`src/rtl/pipelined_cla_adder.sv`:
```
// pipelined_cla_adder
// Pipelined carry-lookahead adder/subtractor with valid/ready handshakes.
// The operands are split into NG = WIDTH/GROUP lookahead groups. An input rank
// captures the beat, and each of the following NG ranks resolves one group
// using the carry registered by the rank before it. A beat accepted at edge N
// is therefore presented after edge N+NG.
// Optional feature: define PIPELINED_CLA_OVF_EN to build the registered signed
// overflow flag. Without it, ovf is tied to 0.
module pipelined_cla_adder #(
    parameter int WIDTH = 16,
    parameter int GROUP = 4
) (
    input  logic             clk,
    input  logic             rst,
    input  logic             in_valid,
    output logic             in_ready,
    input  logic [WIDTH-1:0] a,
    input  logic [WIDTH-1:0] b,
    input  logic             cin,
    input  logic             sub,
    output logic             out_valid,
    input  logic             out_ready,
    output logic [WIDTH-1:0] sum,
    output logic             cout,
    output logic             ovf
);

    localparam int NG = WIDTH / GROUP;

    typedef struct packed {
        logic [GROUP-1:0] s;
        logic             co;
    } grp_res_t;

    // GROUP-bit carry-lookahead: every internal carry is expanded directly
    // from the generate/propagate terms and the group carry-in.
    function automatic grp_res_t cla_group(input logic [GROUP-1:0] x,
                                           input logic [GROUP-1:0] y,
                                           input logic             ci);
        logic [GROUP-1:0] g;
        logic [GROUP-1:0] p;
        logic [GROUP:0]   c;
        logic             pp;
        grp_res_t         r;
        g    = x & y;
        p    = x ^ y;
        c    = '0;
        c[0] = ci;
        for (int i = 0; i < GROUP; i++) begin
            c[i+1] = g[i];
            pp     = p[i];
            for (int j = i - 1; j >= 0; j--) begin
                c[i+1] = c[i+1] | (pp & g[j]);
                pp     = pp & p[j];
            end
            c[i+1] = c[i+1] | (pp & ci);
        end
        r.s  = p ^ c[GROUP-1:0];
        r.co = c[GROUP];
        return r;
    endfunction

    // Rank k holds the beat that stage k resolves next: full operands, with the
    // upper groups still pending, the lower sum groups already resolved, and
    // the carry into group k.
    logic [WIDTH-1:0] op_a     [NG];
    logic [WIDTH-1:0] op_b     [NG];
    logic [WIDTH-1:0] part     [NG];
    logic             carry    [NG];
    logic [NG-1:0]    vld;

    logic [WIDTH-1:0] nxt_part [NG];
    logic             nxt_carry[NG];
    grp_res_t         grp      [NG];

    logic adv;

    // Every stage moves together. The whole pipe stalls only when a presented
    // result is not taken.
    assign adv      = !out_valid || out_ready;
    assign in_ready = adv;

    // Resolve group k of rank k, then merge it into the partial sum.
    always_comb begin
        for (int k = 0; k < NG; k++) begin
            // NOTE: every always_comb output gets a default before any
            // conditional or partial update, so no latch can be inferred.
            nxt_part[k]  = part[k];
            grp[k]       = cla_group(op_a[k][k*GROUP +: GROUP],
                                     op_b[k][k*GROUP +: GROUP], carry[k]);
            nxt_part[k][k*GROUP +: GROUP] = grp[k].s;
            nxt_carry[k] = grp[k].co;
        end
    end

    // Datapath ranks: capture the effective operands, then shift the beat down
    // the pipe with the newly resolved group and carry.
    always_ff @(posedge clk) begin
        // NOTE: the data ranks are not reset. The valid bits alone decide
        // whether a slot holds a beat, so clearing wide data would only add
        // reset fan-out.
        if (adv) begin
            op_a[0]  <= a;
            op_b[0]  <= sub ? ~b : b;
            carry[0] <= sub | cin;
            part[0]  <= '0;
            for (int k = 1; k < NG; k++) begin
                op_a[k]  <= op_a[k-1];
                op_b[k]  <= op_b[k-1];
                carry[k] <= nxt_carry[k-1];
                part[k]  <= nxt_part[k-1];
            end
        end
    end

    // Valid bits and the output register. The output keeps the last result
    // while a bubble passes through, and holds it during a stall.
    always_ff @(posedge clk) begin
        // NOTE: sequential state always uses non-blocking assignments, so each
        // rank samples the pre-edge value of the rank before it.
        if (rst) begin
            vld       <= '0;
            out_valid <= 1'b0;
            sum       <= '0;
            cout      <= 1'b0;
        end else if (adv) begin
            vld[0] <= in_valid;
            for (int k = 1; k < NG; k++) begin
                vld[k] <= vld[k-1];
            end
            out_valid <= vld[NG-1];
            if (vld[NG-1]) begin
                sum  <= nxt_part[NG-1];
                cout <= nxt_carry[NG-1];
            end
        end
    end

`ifdef PIPELINED_CLA_OVF_EN
    // Signed overflow for the beat in the last rank. That rank still holds the
    // operand MSBs, so the flag needs no extra tracking registers.
    always_ff @(posedge clk) begin
        if (rst) begin
            ovf <= 1'b0;
        end else if (adv && vld[NG-1]) begin
            ovf <= (op_a[NG-1][WIDTH-1] == op_b[NG-1][WIDTH-1]) &&
                   (nxt_part[NG-1][WIDTH-1] != op_a[NG-1][WIDTH-1]);
        end
    end
`else
    assign ovf = 1'b0;
`endif

endmodule

```
`config.mk`:
```
export PLATFORM = sky130hd
export DESIGN_NAME = pipelined_cla_adder
export DESIGN_NICKNAME = d
export VERILOG_FILES = /design/src/rtl/pipelined_cla_adder.sv
export SDC_FILE = /design/constraint.sdc
export NUM_CORES = 1
export LEC_CHECK = 0
export ABC_CLOCK_PERIOD_IN_PS = 1800
export BUFFER_PORTS_ARGS = -buffer_cell sky130_fd_sc_hd__buf_2
export CORE_MARGIN = 2
export CORE_UTILIZATION = 51
export CTS_CLUSTER_SIZE = 8
export DETAILED_ROUTE_END_ITERATION = 7
export GPL_ROUTABILITY_DRIVEN = 1
export PLACE_DENSITY = 0.77
export SLEW_MARGIN = 20
export SYNTH_ARGS = -nofsm -noshare
export SYNTH_HDL_FRONTEND = slang
export SYNTH_SLANG_ARGS = --single-unit
```
`constraint.sdc`:
```
create_clock -name clk -period 1.8 [get_ports clk]
set_input_delay 0.09 -clock clk [delete_from_list [all_inputs] [get_ports clk]]
set_output_delay 0.09 -clock clk [all_outputs]
set_load 0.05 [all_outputs]
```
==> metrics.csv <==
stage;metric;value;unit
outcome;outcome;completed;
drt;num_vias;2589;
global_route;antenna_found_initial;0;
layout;final_util;0.6800;
yosys;synth.top_cells.by_count;edfxtp_1, nand2_1, dfxtp_1;
timing;final-hold-violation-count;0;
yosys;syn_area;4812;um^2
worst_setup_path;cp.arrival;1.98;ns
cts;cts_buffers;17;
yosys;async_flop_share;0;
yosys;synth_area_leader_cell;edfxtp_1;
layout;drive_gt1_frac;0.2302;
floorplan;coreArea;9196;um^2
power;ir_drop;0.7480;mV
layout;final_cells;528;
cts;clock-sinks;130;
worst_setup_path;start_kind;register;
global_route;overflow;0;
drt;viasPerCell;4.903;
power;p_per_area;1294;nW/um^2
power;p_leak;2.526;nW
cts;clk_latency;0.51;ns
cts;root_buffer;clkbuf_8;
drt;routed_wl;6920;um
placed_design;place_inst;459;
cts;htree_levels;4;
timing;worst_slack;0.06510;ns
drt;ant_nets;0;
drt;drtIter0Drc;82;
yosys;syn-num-nets;357;
layout;nFillCells;586;
worst_setup_path;cp_max_fo;3;
yosys;yosys.cell_types.count;31;
floorplan;die_x;101.1;um
timing;hold_ws;0.1476;ns
run;cap_viol_max_count;0;
cts;cts_setup_buffers;0;
floorplan;rows;35;
global_route;grt_pass1_wl;11580;um
yosys;ys_warn_count;0;
worst_setup_path;worstSetupPathType;reg -> reg;
placed_design;place_congestion;0.7651;
global_route;first_global_vias;2495;
yosys;syn_inst;299;
layout;multi_input_area;1027;um^2
placed_design;numPortBuffers;56;
yosys;yosys-top-cells-area;edfxtp_1, dfxtp_1, ha_1;
drt;wl_per_cell;13.11;um
yosys;avgSynthCellArea;16.09;um^2
floorplan;io-pin-count;58;
yosys;ys_ff_latch;130;
yosys;yosysMostFrequentCell;edfxtp_1;
floorplan;die_y;101.1;um
cts;clkTransAtPathRegs;0.06;ns
layout;ff_latch_area;3685;um^2
hold_path;hold_class;in -> reg;
timing;setup_viol;0;
yosys;yosysSeqAreaShare;0.7655;
cts;cts_tree;yes;
yosys;synth_edf_count;108;
cts;cts_buffer_depth;2;
timing;finalCritPeriodShare;0.9638;
timing;final_max_slew_viol_count;0;
global_route;grt_max_degree;70;
floorplan;die_area;10230;um^2
floorplan;start_util;0.5233;
layout;area_delta_synth_final;29.95;%
placed_design;dp_hpwl;3967;um
layout;nNetsFinal;462;
drt;first_pass_iters;4;
layout;diodes;0;
worst_setup_path;worst_setup_path_end_kind;register;
timing;skew;0.007871;ns
drt;drc_errors;0;
yosys;synth_top_area_frac;0.6739;
global_route;track_usage;0.1533;
yosys;ys.flop_type;edfxtp_1;
timing;clock.fmax;576.4;MHz
worst_setup_path;required;2.04;ns
timing;finalCriticalPeriod;1.735;ns
placed_design;post-place-ws;0.1582;ns
area by class of cell:
cell class,instances,share of cell area
inverters,12,0.009204
clock inverters,13,0.03721
flip-flops and latches,130,0.5892
well taps,111,0.02221
repair buffers,95,0.1088
clock buffers,19,0.06903
multi-input cells,148,0.1643
final timing paths:
check | startpoint | endpoint | slack, ns | depth (start not counted)
max | op_b[1][4] | carry[2] | 0.07 | 5
min | sub | op_b[0][2] | 0.15 | 2
max reg2reg | op_b[1][4] | carry[2] | 0.07 | 5
min reg2reg | part[1][0] | part[2][0] | 0.41 | 0
kinds of logic (layout without fill, tap and decap cells):
kind of cell | Yosys count | after routing | synth area share
AOI/OAI and AO/OA | 37 | 37 | 0.04550
xor gates and xnor gates | 23 | 23 | 0.04186
adders and majority gates | 20 | 20 | 0.05824
buffers and inverters | 21 | 139 | 0.02210
DFF | 130 | 130 | 0.7655
other | 1 | 1 | 0.0007793
and+or+nand+nor | 67 | 67 | 0.06604
what timing repair did:
item                                    4_1_cts  5_1_grt
resized for setup                             0        1
hold buffers                                 38        0
endpoints found under the setup margin        1        1
hold endpoints to repair                     47        0
metrics by stage:
| stage | instance area [um^2] | setup TNS (ns) | total power [mW] |
|---|---|---|---|
| after floorplan | 4821 | 0 | 4.135 |
| after global placement | 5211 | 0 | 4.245 |
| after detailed placement | 5211 | 0 | 4.284 |
| after CTS | 6248 | 0 | 8.173 |
| after global routing | 6254 | -0.006100 | 8.414 |
| final | 6254 | 0 | 8.092 |
registers in the layout (all words and copies together) (netlist names):
register and cells:
carry 4, cout 1, op_a 40, op_b 40, out_valid 1, part 24
sum 16, vld 4
where the power goes:
group	leakage, nW	switching (mW)	total, mW	internal (mW)
logic	0.885	0.266	0.521	0.255
registers	1.32	0.113	3.79	3.67
clock network	0.322	1.22	3.79	2.57
layer usage:
| layer | track usage | vias to the layer above | part of all wire |
|---|---|---|---|
| met2 | 0.2496 | 71 | 0.51 |
| met1 | 0.1726 | 1209 | 0.41 |
| met3 | 0.05728 | 19 | 0.050 |
| li1 | - | 1290 | - |
| met5 | 0 | - | 0 |
| met4 | 0.09252 | 0 | 0.030 |
critical path, cell delays in order (launching register included):
cell      delay, ns
edfxtp_1       0.42
ha_1           0.35
a211oi_2       0.25
nor2_1         0.11
o21ai_0        0.22
nand2b_1       0.12
cells in the final DEF, fill, tap and decap left out, types with 16 or more instances in the layout:
| cell type | Yosys | final |
|---|---|---|
| a21oi_1 | 17 | 17 |
| buf_2 | 3 | 56 |
| clkbuf_16 | 0 | 16 |
| dfxtp_1 | 22 | 21 |
| dlygate4sd3_1 | 0 | 38 |
| edfxtp_1 | 108 | 108 |
| ha_1 | 16 | 16 |
| nand2_1 | 34 | 34 |
| nor2_1 | 18 | 18 |
| xor2_1 | 17 | 17 |
(Power assumes the default switching activity.)
